`src/rtl/if_stage.sv`:
```
// Instruction fetch stage: one outstanding request to instruction memory, a
// registered output to decode, and a one-entry holding buffer for words that
// return while decode is stalled.
module if_stage #(
  parameter logic [31:0] RESET_PC  = 32'h0000_0000,
  parameter logic [31:0] NOP_INSTR = 32'h0000_0013
) (
  input  logic        clk,
  input  logic        rst_n,
  input  logic        stall_i,
  input  logic        redirect_i,
  input  logic [31:0] redirect_pc_i,
  output logic        mem_req_o,
  output logic [31:0] mem_addr_o,
  input  logic        mem_ready_i,
  input  logic [31:0] mem_rdata_i,
  output logic [31:0] instr_o,
  output logic [31:0] pc_o,
  output logic        valid_o
);

  localparam int unsigned XLEN = 32;
  localparam logic [XLEN-1:0] PC_STEP = XLEN'(4);

  typedef enum logic {
    S_FETCH = 1'b0,
    S_HOLD  = 1'b1
  } state_t;

  state_t          r_state;
  logic            r_req;
  logic [XLEN-1:0] r_fetch_pc;
  logic [XLEN-1:0] r_instr;
  logic [XLEN-1:0] r_pc;
  logic            r_valid;
  logic [XLEN-1:0] r_buf;
  logic [XLEN-1:0] r_buf_pc;

  logic [XLEN-1:0] w_redirect_pc;
  logic [XLEN-1:0] w_next_pc;
  logic            w_accept;

  assign w_redirect_pc = redirect_pc_i & ~XLEN'(3);
  assign w_next_pc     = r_fetch_pc + PC_STEP;
  // r_req is low in the cycle right after reset, so no request can complete then
  assign w_accept      = r_req && mem_ready_i;

  always_ff @(posedge clk) begin
    if (!rst_n) begin
      r_state    <= S_FETCH;
      r_req      <= 1'b0;
      r_fetch_pc <= RESET_PC;
      r_instr    <= NOP_INSTR;
      r_pc       <= '0;
      r_valid    <= 1'b0;
      r_buf      <= '0;
      r_buf_pc   <= '0;
    end else if (redirect_i) begin
      r_state    <= S_FETCH;
      r_req      <= 1'b1;
      r_fetch_pc <= w_redirect_pc;
      r_instr    <= NOP_INSTR;
      r_valid    <= 1'b0;
      r_buf      <= '0;
      r_buf_pc   <= '0;
    end else begin
      case (r_state)
        S_FETCH: begin
          r_req <= 1'b1;
          if (w_accept) begin
            r_fetch_pc <= w_next_pc;
            if (r_valid && stall_i) begin
              r_buf    <= mem_rdata_i;
              r_buf_pc <= r_fetch_pc;
              r_req    <= 1'b0;
              r_state  <= S_HOLD;
            end else begin
              r_instr <= mem_rdata_i;
              r_pc    <= r_fetch_pc;
              r_valid <= 1'b1;
            end
          end else if (!stall_i) begin
            // nothing arrived and decode took the old word: insert a bubble
            r_instr <= NOP_INSTR;
            r_valid <= 1'b0;
          end
        end
        S_HOLD: begin
          if (!stall_i) begin
            r_instr <= r_buf;
            r_pc    <= r_buf_pc;
            r_valid <= 1'b1;
            r_req   <= 1'b1;
            r_state <= S_FETCH;
          end
        end
        default: begin
          r_state <= S_FETCH;
          r_req   <= 1'b1;
        end
      endcase
    end
  end

  assign mem_req_o  = r_req;
  assign mem_addr_o = r_fetch_pc;
  assign instr_o    = r_instr;
  assign pc_o       = r_pc;
  assign valid_o    = r_valid;

endmodule

```
`config.mk`:
```
export PLATFORM = sky130hd
export DESIGN_NAME = if_stage
export DESIGN_NICKNAME = d
export VERILOG_FILES = /design/src/rtl/if_stage.sv
export SDC_FILE = /design/constraint.sdc
export NUM_CORES = 1
export LEC_CHECK = 0
export BUFFER_PORTS_ARGS = -buffer_cell sky130_fd_sc_hd__buf_2
export CAP_MARGIN = 10
export CORE_MARGIN = 3
export CORE_UTILIZATION = 40
export CTS_BUF_LIST = sky130_fd_sc_hd__clkbuf_8
export DETAILED_ROUTE_END_ITERATION = 10
export GPL_ROUTABILITY_DRIVEN = 0
export PLACE_DENSITY = 0.66
export SYNTH_ARGS = -nofsm -noshare
export SYNTH_HDL_FRONTEND = slang
export SYNTH_SLANG_ARGS = --single-unit
```
`constraint.sdc`:
```
create_clock -name clk -period 3.5 [get_ports clk]
set_input_delay 0.525 -clock clk [delete_from_list [all_inputs] [get_ports clk]]
set_output_delay 0.525 -clock clk [all_outputs]
set_load 0.005 [all_outputs]
```
==> Word-level counts from Yosys, hierarchy flattened <==
Cells that the tools add are included.
{ "op_classes": {"addsub": 1, "eq_ne": 7, "mux": 25, "bitwise_logic": 3, "n_reduce_logical": 9} }
{ "op_table": {"columns": ["cell", "n"], "rows": [
  ["32-bit 2-to-1 mux", 10],
  ["32-bit one-hot mux with 2 select lines", 2],
  ["32-bit by 3-bit adder with 32-bit output, second input constant", 1],
  ["1-bit 2-to-1 mux", 10],
  ["3-bit != test, second input constant", 3],
  ["2-bit != test, second input constant", 4],
  ["1-bit one-hot mux with 2 select lines", 3],
  ["3-bit AND reduction", 2],
  ["2-bit AND reduction", 2],
  ["4-bit AND reduction", 1],
  ["1-bit inverter", 3],
  ["1-bit logical AND", 2],
  ["2-bit nonzero test", 1],
  ["2-bit OR reduction", 1]
]} }
{ "word_totals": {"reg_bits": 163, "input_bits": 69, "output_inout_bits": 98, "elab_cells": 54} }

==> Longest topological paths before layout <==
Gate-level depths: netlist of the first run.
{ "logic_depth": {"depth_word": 5, "mapped_depth": 7, "depth_no_buf": 6} }

==> Least setup slack after synthesis of the first run <==
OpenSTA, ideal clock, no wires.
{ "synth_path": {"path_type": "input port to flip-flop", "start": "in mem_ready_i", "end": "reg r_fetch_pc[23], in the netlist mem_addr_o[23]", "setup_time_ns": 0.133, "t_arrival_ns": 1.800, "t_required_ns": 3.367, "setup_slack_ns": 1.567, "stages": 6, "path_cell_list": "nand3b_4 -> or4b_4 -> buf_6 -> nor4_2 -> xnor2_1 -> a21oi_1"} }
{ "synth_via": {"elab_chain_cells": 3} }
{ "synth_rtl": {"columns": ["element", "line_no", "source"], "rows": [
  ["start, declared", "15", "input logic mem_ready_i,"],
  ["1-bit logical AND", "46", "assign w_accept = r_req && mem_ready_i;"],
  ["2-bit nonzero test (no source line)", null, null],
  ["2-bit AND reduction (no source line)", null, null],
  ["end signal, assigned", "61", "r_fetch_pc <= w_redirect_pc;"],
  ["end signal, assigned", "71", "r_fetch_pc <= w_next_pc;"],
  ["end, declared", "32", "logic [XLEN-1:0] r_fetch_pc;"]
]} }
Every way passes these cells.
A chain may end at the register's enable or synchronous reset.

==> Worst setup path after layout of the first run <==
{ "layout_path": {"start": "reg r_fetch_pc[2], in the netlist mem_addr_o[2]", "end": "reg r_fetch_pc[26], in the netlist mem_addr_o[26]"} }
{ "layout_via": {"elab_chain_cells": 4} }
{ "layout_rtl": {"columns": ["element", "line_no", "source"], "rows": [
  ["32-bit by 3-bit adder with 32-bit output", "44", "assign w_next_pc = r_fetch_pc + PC_STEP;"],
  ["32-bit 2-to-1 mux", "70", "if (w_accept) begin"],
  ["32-bit 2-to-1 mux", "67", "case (r_state)"],
  ["32-bit 2-to-1 mux", "58", "end else if (redirect_i) begin"]
]} }
Every way passes these cells. The select of a mux whose other input is x is not followed.

==> results by group, run 1 <==
Placed design
  – I/O Buffers: 160
  – Setup WS pre-CTS: 1.233 ns
  – Detailed Place HPWL: 11370 um
  – Placed Cells: 1101

Detailed routing
  – Per-cell routed wire length: 15.09 um
  – Drt drc: 0
  – DRT Wirelength: 17120 um
  – Starting DRT DRC Count: 336
  – Via density: 5.150
  – First-pass DRT Iterations: 4
  – Routed via count: 5840
  – DRT antenna net count: 0

Worst setup path
  – Crit path buf inv count: 0
  – Crit path kind: reg2reg
  – Critical Path RT: 3.89 ns
  – Critical path depth: 6
  – Max stage delay on crit path: 0.44 ns
  – Critical path launch point type: flip-flop
  – CP max stage cell: dfxtp_1
  – Setup crit end kind: flip-flop
  – Reg-to-reg endpoint: mem_addr_o[26]$_SDFFE_PN0P_
  – Critical Path, Cell by Cell: ha_1, nand4b_1, nor2_1, nand4_1, or3_1, a31oi_1
  – Worst Reg-to-Reg Cells: 6
  – Reg2reg start: mem_addr_o[2]$_SDFFE_PN0P_
  – Reg2reg setup slack: 1.28 ns
  – Worst EP arrival: 2.61 ns
  – CP Max Fanout: 7
  – CP top delay family: simple AND/OR/NAND/NOR gates

Floorplanning
  – Die X: 134.7 um
  – Die area: 18150 um^2
  – Core area: 16060 um^2
  – I/O pin count: 167
  – Initial Util: 0.4128
  – # rows: 46
  – Vert. Die Dim: 134.7 um

Pwr
  – Clk network pwr share: 0.372
  – Leakage: 0.003385 uW
  – Comb power frac: 0.090
  – Psw: 960.6 uW
  – Power Internal: 2578 uW
  – Total power: 3539 uW
  – Worst vdd ir: 0.2104 mV
  – Pwr per Cell Area: 442.3 nW/um^2
  – Net Sw Frac: 0.2714
  – Sequential Power Share: 0.538

Worst hold path
  – Hold_sp: redirect_pc_i[30]
  – Hold EP: mem_addr_o[30]$_SDFFE_PN0P_
  – Class of the worst hold path: in2reg
  – Hold Crit Depth: 3

Yosys
  – Ys async rst share: 0
  – Post-synth cell types: 49
  – Ys Warns: 0
  – Synthesized area: 6629 um^2
  – Synth Area in Adders: 0.001888
  – Top-area cell type share of the netlist area: 0.4741
  – Post-synthesis simple-gate area fraction: 0.1889
  – Synth top area cells: dfxtp_1 (47%), nand2_1 (10%), a21oi_1 (6.0%)
  – Post-synth top area cell: dfxtp_1
  – Synth Area in Compound Gates: 0.2139
  – Synth Instances: 774
  – Mux cell area share after synthesis: 0.04228
  – Post-synthesis xor/xnor area fraction: 0.03567
  – Sequential area share after synthesis: 0.4741
  – Most used DFF post-synth: dfxtp_1
  – Syn_area_per_cell: 8.564 um^2
  – #FFs+latches synth: 157
  – Post-synth EDFFs: 0
  – Largest family of logic cells by synthesized area: compound AO/OA/AOI/OAI gates

CTS
  – Htree depth: 4
  – Clock latency on the worst-skew pair: 0.46 ns
  – Total setup buffers inserted after CTS: 0
  – CTS Buf Count: 17
  – Sink Count: 157
  – CTS Hold Bufs: 0
  – TritonCTS clock tree: done
  – PostCTS Resize Cnt: 0
  – CTS clock-pin slew for the worst setup and hold paths: 0.09 ns
  – Worst-case clock buffer depth: 2
  – Clock root buffer: clkbuf_8

Finish
  – P&R area growth vs syn: 20.71%
  – Utilization after layout: 0.4983
  – # fillers: 1566
  – Fin nets: 974
  – Share of cells above drive strength 1: 0.2388
  – Reg area: 3147 um^2
  – Area of the multi-input gates: 3251 um^2
  – Post-route insts no fill: 1134

Global routing
  – Largest net degree at the start of global routing: 63
  – Global-route wire length before repair: 27590 um
  – Vias in the first global route: 5309
  – Initial antenna violation count: 1
  – Total gr overflow: 0
  – Total GRT Usage: 0.1897

Run
  – Max cap viols: 0

Timing
  – Worst setup margin: 1.285 ns
  – Finish-stage setup viols: 0
  – Slew HR: 0.5067
  – Worst Tran Pin Value: 0.7372 ns
  – Final worst path period need: 2.215 ns
  – Final Max Tran Viols: 0
  – FMAX: 451.4 MHz
  – Max Clock Skew: 0.01157 ns
  – RSZ-0062 raised after global routing: no
  – Setup TNS: 0 ns
  – Final Hold Vio Count: 0
  – Crit share post-route: 0.6330

Run status
  – Outcome: finished clean
[how the worst max path moves through the flow]
stage                          startpoint                          end  slack [ns]
6_report       mem_addr_o[2]$_SDFFE_PN0P_  mem_addr_o[26]$_SDFFE_PN0P_        1.28
5_1_grt        mem_addr_o[2]$_SDFFE_PN0P_  mem_addr_o[26]$_SDFFE_PN0P_        1.02
4_1_cts        mem_addr_o[2]$_SDFFE_PN0P_  mem_addr_o[26]$_SDFFE_PN0P_        1.28
3_5_place_dp                  mem_ready_i  mem_addr_o[29]$_SDFFE_PN0P_        1.23
3_3_place_gp                  mem_ready_i  mem_addr_o[29]$_SDFFE_PN0P_        1.24
2_1_floorplan                 mem_ready_i  mem_addr_o[23]$_SDFFE_PN0P_        1.57
[power groups by stage]
stage | clock network, uW | logic (uW) | registers [uW]
2_1_floorplan | 0 | 172 | 1940
3_3_place_gp | 0 | 319 | 1940
3_5_place_dp | 0 | 320 | 1950
4_1_cts | 1370 | 321 | 1900
5_1_grt | 1430 | 357 | 1910
6_report | 1320 | 317 | 1900
[per-layer routing]
layer / global-route usage / wire [um]
met1: 0.2498 / 7896
met2: 0.2974 / 7944
met3: 0.04881 / 964
met4: 0.07749 / 310
met5: 0 / 0
[kinds of logic after synthesis]
family                     count (synthesis)
adders and majority gates                  1
DFF                                      157
xor gates and xnor gates                  27
AOI/OAI and AO/OA                        214
buffers and inverters                     69
muxes                                     28
other                                      1
and+or+nand+nor                          277
[worst register-to-register path: cells and delay by family (launching register included)]
family,cells,cell delay (ns)
and+or+nand+nor,4,1.31
DFF,1,0.44
AOI/OAI and AO/OA,1,0.15
adders and majority gates,1,0.26
[cell usage in the layout (no fill, tap or decap), types with 2 or more instances in the layout]
cell type and count:
nor4_4 2, conb_1 4, a211oi_1 29, o211a_1 35
clkinv_4 4, nor2_1 38, buf_4 9, inv_6 5
nand2b_1 2, and2_1 7, nor3_1 3, and3_1 4
and4_1 2, nand3_1 8, o22ai_1 3, nor4_1 4
o21ai_0 28, buf_12 3, dfxtp_1 156, buf_2 160
nand2_1 182, a21oi_1 80, a22oi_1 29, a31oi_1 2
mux2i_1 28, xnor2_1 17, o211ai_1 2, clkinvlp_4 3
inv_1 4, nand4_1 9, clkbuf_8 18, xor2_1 10
[metrics by stage]
stage / hold slack (ns) / area [um^2]
final: 0.2904 / 8001
after global routing: 0.2557 / 8001
after CTS: 0.2457 / 7999
after detailed placement: 0.4472 / 7615
after global placement: 0.4415 / 7615
after floorplan: 0.4360 / 6640
[layout make-up]
class,count,share of cell area
flip-flops and latches,157,0.3933
clock inverters,14,0.01704
well taps,216,0.03378
clock buffers,18,0.03096
repair buffers,172,0.1160
multi-input cells,551,0.4063
diodes,1,0.0003127
inverters,5,0.002346
[synthesized netlist by cell type (2+ instances only)]
cell type    n
xnor2_1     17
o21ai_1      2
o21ai_0     28
and4_1       2
nand2_1    183
xor2_1      10
nor4_4       2
a22oi_1     29
nor2_1      39
nand4_1      9
inv_1        4
o211a_1     35
a211oi_1    29
clkbuf_1    53
buf_4        4
a21oi_1     80
dfxtp_1    157
nor3_1       4
mux2i_1     28
a31oi_1      2
and3_1       4
nor4_1       4
o211ai_1     2
buf_1        5
nand3_1      9
o22ai_1      3
and2_1       7
nand2b_1     2
[sequential cells by signal (all words and copies together) (netlist names)]
signal      flops
mem_req_o       1
r_state         1
instr_o        32
valid_o         1
pc_o           30
mem_addr_o     30
r_buf          32
r_buf_pc       30
Power figures use the tool's default switching activity.
==> run 2, diff against run 1 <==
--- a/config.mk
+++ b/config.mk
@@ -5,6 +5,7 @@
 export SDC_FILE = /design/constraint.sdc
 export NUM_CORES = 1
 export LEC_CHECK = 0
+export ABC_AREA = 1
 export BUFFER_PORTS_ARGS = -buffer_cell sky130_fd_sc_hd__buf_2
 export CAP_MARGIN = 10
 export CORE_MARGIN = 3
@@ -12,7 +13,7 @@
 export CTS_BUF_LIST = sky130_fd_sc_hd__clkbuf_8
 export DETAILED_ROUTE_END_ITERATION = 10
 export GPL_ROUTABILITY_DRIVEN = 0
-export PLACE_DENSITY = 0.66
+export PLACE_DENSITY = 0.65
 export SYNTH_ARGS = -nofsm -noshare
 export SYNTH_HDL_FRONTEND = slang
 export SYNTH_SLANG_ARGS = --single-unit
==> constraint.sdc (replaced) <==
create_clock -name clk -period 2.3 [get_ports clk]
set_input_delay 0.345 -clock clk [delete_from_list [all_inputs] [get_ports clk]]
set_output_delay 0.345 -clock clk [all_outputs]
set_load 0.005 [all_outputs]
==> run 2 against run 1 <==
  * Design area grew 5.1%
  * Highest routed layer is now met5
  * Worst setup slack lost 0.88 ns
  * Sequential share of layout area shrank 2.0 points
  * Global-route usage grew 1.2 points
  * Sequential power grew 52%
  * Clock skew grew 0.0052 ns
  * Critical endpoint is now instr_o[29]$_SDFFE_PP0P_
  * Register-to-register slack lost 0.88 ns
  * Count of clock-buffer cells in the layout is the same
  * Final cell count grew 21%
  * Routed wire length grew 17%
==> results by group, run 2 <==
Detailed routing
  – First-pass DRT Iterations: 5 (+1)
  – DRT antenna net count: 0 (unchanged)
  – Via density: 5.026 (-2.4%)
  – Routed via count: 6870 (+18%)
  – Starting DRT DRC Count: 524 (+56%)
  – DRT Wirelength: 19960 um (+17%)
  – Per-cell routed wire length: 14.60 um (-3.3%)
  – Drt drc: 0 (unchanged)

CTS
  – CTS Buf Count: 17 (unchanged)
  – CTS Hold Bufs: 0 (unchanged)
  – Clock latency on the worst-skew pair: 0.46 ns (about the same)
  – TritonCTS clock tree: done
  – CTS clock-pin slew for the worst setup and hold paths: 0.09 ns (about the same)
  – Clock root buffer: clkbuf_8
  – Total setup buffers inserted after CTS: 0 (unchanged)
  – Worst-case clock buffer depth: 2 (unchanged)
  – PostCTS Resize Cnt: 0 (unchanged)
  – Sink Count: 157 (unchanged)
  – Htree depth: 4 (unchanged)

Worst hold path
  – Hold_sp: mem_rdata_i[4]
  – Class of the worst hold path: in2reg

Worst setup path
  – Crit path kind: reg2reg
  – Critical Path RT: 2.67 ns (-1.22 ns)
  – Critical path launch point type: flip-flop
  – Critical Path, Cell by Cell: buf_4, buf_4, nand2_1, a311oi_2
  – Cell mode on critical path: buf_4
  – CP max stage cell: buf_4
  – Setup crit end kind: flip-flop
  – CP Max Fanout: 61 (+54)
  – Reg2reg start: r_state$_SDFF_PP0_
  – Crit path from: r_state$_SDFF_PP0_
  – Max stage delay on crit path: 0.51 ns (+0.07 ns)
  – Worst EP arrival: 2.26 ns (-0.35 ns)

Timing
  – Finish-stage setup viols: 0 (unchanged)
  – Setup TNS: 0 ns (unchanged)
  – Final worst path period need: 1.897 ns (-0.3182 ns)
  – Max Clock Skew: 0.01678 ns (+0.005216 ns)
  – FMAX: 527.1 MHz (+17%)
  – Worst setup margin: 0.4028 ns (-0.8818 ns)
  – RSZ-0062 raised after global routing: no
  – Final Max Tran Viols: 0 (unchanged)
  – Crit share post-route: 0.8249 (+0.1919)
  – Worst Tran Pin Value: 0.6114 ns (-0.1258 ns)
  – Final Hold Vio Count: 0 (unchanged)
  – Slew HR: 0.5918 (+0.08514)

Global routing
  – Met1 usage: 0.2747 (+0.02498)
  – GR peak layer: met2
  – Initial antenna violation count: 3 (+2)
  – Global-route wire length before repair: 32040 um (+16%)
  – Total gr overflow: 0 (unchanged)
  – Largest net degree at the start of global routing: 76 (+21%)
  – Vias in the first global route: 6123 (+15%)
  – Total GRT Usage: 0.2014 (+0.01179)
  – M2 GR Usage: 0.3016 (+0.004257)
  – Grt met3 use: 0.07207 (+0.02326)

Floorplanning
  – Die area: 19240 um^2 (+6.0%)
  – # rows: 47 (+2.2%)
  – I/O pin count: 167 (unchanged)
  – Core area: 16940 um^2 (+5.5%)
  – Die X: 138.7 um (+3.0%)
  – Initial Util: 0.4159 (+0.003118)
  – Vert. Die Dim: 138.7 um (+3.0%)

Placed design
  – I/O Buffers: 160 (unchanged)
  – Setup WS pre-CTS: 0.4612 ns (-0.7718 ns)
  – Detailed Place HPWL: 14130 um (+24%)

Yosys
  – Synth top cells by count: nand2_1 (220), nor2_1 (178), dfxtp_1 (157)
  – Post-synth top area cell: dfxtp_1
  – Most common cell in the synthesized netlist: nand2_1
  – Synth top area cells: dfxtp_1 (45%), nand2_1 (12%), nor2_1 (9.5%)
  – Post-synth EDFFs: 0 (unchanged)
  – Ys async rst share: 0 (unchanged)
  – Sequential area share after synthesis: 0.4462 (-0.02796)
  – #FFs+latches synth: 157 (unchanged)
  – Most used DFF post-synth: dfxtp_1
  – Synthesized area: 7044 um^2 (+6.3%)
  – Post-synth cell types: 34 (-31%)
  – Top-area cell type share of the netlist area: 0.4462 (-0.02796)
  – Ys Warns: 0 (unchanged)
  – Syn_area_per_cell: 7.009 um^2 (-18%)
  – Synth Instances: 1005 (+30%)

Run
  – Max cap viols: 0 (unchanged)

Finish
  – P&R area growth vs syn: 19.43%
  – Fin nets: 1205 (+24%)
  – Commonest cells after routing, fill and taps aside: nand2_1 (220), nor2_1 (177), buf_2 (160), dfxtp_1 (156), o21ai_0 (116)
  – Leading cell type in the layout, fill and taps excluded: nand2_1
  – Share of cells above drive strength 1: 0.2014 (-0.03743)
  – Diodes inserted: 0 (-1)

Run status
  – Outcome: finished clean

Pwr
  – Worst vdd ir: 0.3470 mV (+65%)
  – Leakage: 0.003418 uW (+0.98%)
  – Pwr per Cell Area: 672.3 nW/um^2 (+52%)
  – Total power: 5656 uW (+60%)
==> run 2: power breakdown <==
part	leakage (uW)	internal, uW	switching (uW)
Clock	0.000213	1110	1080
Sequential	0.00128	2800	78.5
Combinational	0.00193	230	357
Total	0.00342	4140	1520
==> run 2: cells by family (layout without fill, tap and decap cells) <==
kind of cell	count (synthesis)	after routing	share of synthesized area
adder cells (fa/ha/maj)	1	1	0.001776
buffers and inverters	123	262	0.07567
flip-flops	157	157	0.4462
AO/OA/AOI/OAI	260	260	0.2137
AND/OR/NAND/NOR	463	463	0.2622
other	1	4	0.0005323
==> run 2: final cells by class <==
type	count	area, um^2
Fill cell	1799	8523
Clock buffer	18	247.7
Inverter	54	205.2
Sequential cell	157	3144
Timing Repair Buffer	177	991.0
Multi-Input combinational cell	728	3387
Clock inverter	13	162.7
Tap cell	220	275.3
==> run 2: path summary, 6_finish.rpt <==
kind	cells past startpoint	end	slack, ns
worst min-delay path	3	r_buf[4]$_SDFFE_PP0P_	0.12
worst min register to register	2	r_buf[19]$_SDFFE_PP0P_	0.47
worst max register to register	4	instr_o[29]$_SDFFE_PP0P_	0.40
worst max-delay path	4	instr_o[29]$_SDFFE_PP0P_	0.40
==> run 2: per-layer routing <==
| layer | vias up | share of wire |
|---|---|---|
| met1 | 3033 | 0.46 |
| met2 | 217 | 0.43 |
| li1 | 3583 | - |
| met3 | 31 | 0.086 |
| met5 | - | 0.0014 |
| met4 | 6 | 0.016 |
==> run 2: per-stage QoR <==
stage | std cells | area [um^2] | utilization | hold slack (ns)
6_report | 1367 | 8413 | 0.4967 | 0.1201
5_1_grt | 1367 | 8413 | 0.4967 | 0.09239
4_1_cts | 1367 | 8413 | 0.4967 | 0.09294
3_5_place_dp | 1336 | 8003 | 0.4725 | 0.4562
3_3_place_gp | 1336 | 8003 | 0.4725 | 0.4490
2_1_floorplan | 1008 | 7056 | - | 0.4393
==> run 2: worst max-delay path: cells and delay by family (launching register included) <==
family                 cells  cell delay (ns)
DFF                        1             0.50
buffers and inverters      2             0.91
and+or+nand+nor            1             0.11
AOI/OAI and AO/OA          1             0.26
==> run 3, diff against run 2 <==
--- a/config.mk
+++ b/config.mk
@@ -5,7 +5,7 @@
 export SDC_FILE = /design/constraint.sdc
 export NUM_CORES = 1
 export LEC_CHECK = 0
-export ABC_AREA = 1
+export ABC_AREA = 0
 export BUFFER_PORTS_ARGS = -buffer_cell sky130_fd_sc_hd__buf_2
 export CAP_MARGIN = 10
 export CORE_MARGIN = 3
@@ -13,7 +13,7 @@
 export CTS_BUF_LIST = sky130_fd_sc_hd__clkbuf_8
 export DETAILED_ROUTE_END_ITERATION = 10
 export GPL_ROUTABILITY_DRIVEN = 0
-export PLACE_DENSITY = 0.65
+export PLACE_DENSITY = 0.68
 export SYNTH_ARGS = -nofsm -noshare
 export SYNTH_HDL_FRONTEND = slang
 export SYNTH_SLANG_ARGS = --single-unit
==> constraint.sdc (replaced) <==
create_clock -name clk -period 1.7 [get_ports clk]
set_input_delay 0.255 -clock clk [delete_from_list [all_inputs] [get_ports clk]]
set_output_delay 0.255 -clock clk [all_outputs]
set_load 0.005 [all_outputs]
==> run 3 against run 2 <==
  * Worst setup slack got worse by 0.44 ns
  * Critical path type unchanged
  * Maximum frequency grew 9.1%
  * Sequential power is 34% higher
  * Die area decreased by 5.6%
  * The flow now finishes with violations (setup timing)
  * Largest power group unchanged
  * Sequential share of layout area decreased by 2.1 points
  * Register-to-register slack got worse by 0.44 ns
  * Clock skew fell by 0.010 ns
  * Count of clock-buffer cells in the layout rose by 4
  * Routed wire length shrank 3.7%
==> results by group, run 3 (synthesis gave the netlist of run 1 again) <==
Detailed routing
  – DRT Wirelength: 19220 um (-3.7%)
  – Via density: 5.168 (+2.8%)
  – Drt drc: 0 (unchanged)
  – Routed via count: 6212 (-9.6%)
  – Starting DRT DRC Count: 376 (-28%)
  – Per-cell routed wire length: 15.99 um (+9.5%)
  – First-pass DRT Iterations: 5 (unchanged)
  – DRT antenna net count: 0 (unchanged)

Finish
  – Area of the multi-input gates: 3397 um^2 (+0.30%)
  – Reg area: 3173 um^2 (+0.91%)
  – Commonest cells after routing, fill and taps aside: nand2_1 (182), buf_2 (160), dfxtp_1 (145), a21oi_1 (80), buf_4 (59)
  – P&R area growth vs syn: 35.67%
  – Fin nets: 1043 (-13%)
  – Utilization after layout: 0.5601 (+0.06333)
  – Share of cells above drive strength 1: 0.3208 (+0.1194)
  – Post-route insts no fill: 1202 (-12%)
  – # fillers: 1474 (-18%)
  – Leading cell type in the layout, fill and taps excluded: nand2_1

Worst setup path
  – Critical Path, Cell by Cell: nand4_4, or4b_4, buf_12, nor3b_2, xnor2_1, a21oi_1
  – Reg2reg setup slack: -0.04 ns (-0.44 ns)
  – Setup crit end kind: flip-flop
  – Crit path buf inv count: 1 (-1)
  – Critical Path RT: 2.05 ns (-0.62 ns)
  – Worst EP arrival: 2.09 ns (-0.17 ns)
  – CP max stage cell: or4b_4
  – Worst Reg-to-Reg Cells: 6 (+2)
  – Critical path launch point type: flip-flop
  – CP Max Fanout: 6 (-90%)
  – CP top delay family: simple AND/OR/NAND/NOR gates
  – Max stage delay on crit path: 0.60 ns (+0.09 ns)
  – Crit path kind: reg2reg
  – Reg2reg start: mem_addr_o[4]$_SDFFE_PN0P_
  – Reg-to-reg endpoint: mem_addr_o[19]$_SDFFE_PN0P_
  – Crit path from: mem_addr_o[4]$_SDFFE_PN0P_

Floorplanning
  – # rows: 46 (-2.1%)
  – Die area: 18150 um^2 (-5.6%)
  – Initial Util: 0.4128 (-0.003118)
  – I/O pin count: 167 (unchanged)
  – Core area: 16060 um^2 (-5.2%)
  – Die X: 134.7 um (-2.9%)
  – Vert. Die Dim: 134.7 um (-2.9%)

Worst hold path
  – Class of the worst hold path: in2reg
  – Hold Crit Depth: 2 (-1)
  – Hold_sp: redirect_pc_i[5]
  – Hold EP: mem_addr_o[5]$_SDFFE_PN0P_

Pwr
  – Pwr per Cell Area: 878.6 nW/um^2 (+31%)
  – Leakage: 0.003943 uW (+15%)
  – Worst vdd ir: 0.4647 mV (+34%)
  – Total power: 7902 uW (+40%)

Run
  – Max cap viols: 0 (unchanged)

Timing
  – Final Max Tran Viols: 0 (unchanged)
  – Worst setup margin: -0.03919 ns (-0.4420 ns)
  – Final worst path period need: 1.739 ns (-0.1580 ns)
  – Finish-stage setup viols: 5 (+5)
  – Crit share post-route: 1.023 (+0.1982)
  – Setup TNS: -0.1187 ns (-0.1187 ns)
  – FMAX: 575.0 MHz (+9.1%)
  – Final Hold Vio Count: 0 (unchanged)
  – Max Clock Skew: 0.006686 ns (-0.01010 ns)
  – RSZ-0062 raised after global routing: yes

Run status
  – Failing checks: setup timing
  – Outcome: finished with violations

Global routing
  – Total GRT Usage: 0.1971 (-0.004397)
  – Total gr overflow: 0 (unchanged)
  – Largest net degree at the start of global routing: 44 (-42%)
  – Vias in the first global route: 5513 (-10%)
  – Initial antenna violation count: 1 (-2)
  – Global-route wire length before repair: 28860 um (-9.9%)

Placed design
  – Detailed Place HPWL: 12530 um (-11%)
  – I/O Buffers: 160 (unchanged)
  – Placed Cells: 1156 (-13%)

CTS
  – CTS Hold Bufs: 0 (unchanged)
  – Clock latency on the worst-skew pair: 0.45 ns (about the same)
  – CTS Buf Count: 17 (unchanged)
  – CTS clock-pin slew for the worst setup and hold paths: 0.08 ns (about the same)
  – TritonCTS clock tree: done
  – Htree depth: 4 (unchanged)
  – Worst-case clock buffer depth: 2 (unchanged)
  – Clock root buffer: clkbuf_8
  – Sink Count: 157 (unchanged)
==> run 3: changes by cell type in the layout (fill, tap and decap cells not counted), moves of 35 or more <==
cell / previous run / this run
nor2_1: 177 / 36
o21ai_0: 116 / 27
buf_4: 12 / 59
inv_1: 51 / 6
nand2_1: 220 / 182
nand3_1: 46 / 8
o211a_1: 0 / 35
==> run 3: what timing repair did <==
action	CTS	global route
pin swaps	1	12
cloned	0	6
resized for setup	1	23
setup endpoints to repair	7	45
buffers inserted	0	8
==> run 3: report_power, final <==
part	internal [uW]	switching, uW
clock	1770	1340
combinational	449	484
sequential	3790	70.8
==> run 3: layout make-up <==
type | instances | share of cell area
clock buffers | 22 | 0.03367
well taps | 216 | 0.03005
inverters | 5 | 0.002087
repair buffers | 241 | 0.1877
clock inverters | 9 | 0.01572
multi-input cells | 551 | 0.3777
flip-flops and latches | 157 | 0.3528
diodes | 1 | 0.0002782
==> run 3: how the worst max path moves through the flow <==
stage / endpoint / depth (start not counted) / slack, ns
floorplan: mem_addr_o[19]$_SDFFE_PN0P_ / 6 / -0.04
global placement: mem_addr_o[29]$_SDFFE_PN0P_ / 5 / -0.02
detailed placement: mem_addr_o[29]$_SDFFE_PN0P_ / 5 / -0.03
CTS: mem_addr_o[29]$_SDFFE_PN0P_ / 5 / -0.04
global route: mem_addr_o[23]$_SDFFE_PN0P_ / 6 / -0.12
finish: mem_addr_o[19]$_SDFFE_PN0P_ / 6 / -0.04
==> run 3: stage by stage <==
stage / worst slack, ns / hold slack [ns] / area, um^2
finish: -0.03919 / 0.03768 / 8994
global placement: -0.01606 / 0.4408 / 8229
CTS: -0.04069 / 0.009417 / 8680
global route: -0.1196 / 0.01249 / 8991
floorplan: -0.03648 / 0.3854 / 6754
detailed placement: -0.02952 / 0.4471 / 8229
==> run 3: layer usage <==
metal | vias up | GRT usage | routed length (um)
met3 | 23 | 0.04583 | 1119
met2 | 178 | 0.3160 | 9294
met4 | 2 | 0.05995 | 242
met5 | - | 0 | 12
li1 | 3098 | - | -
met1 | 2911 | 0.2652 | 8548
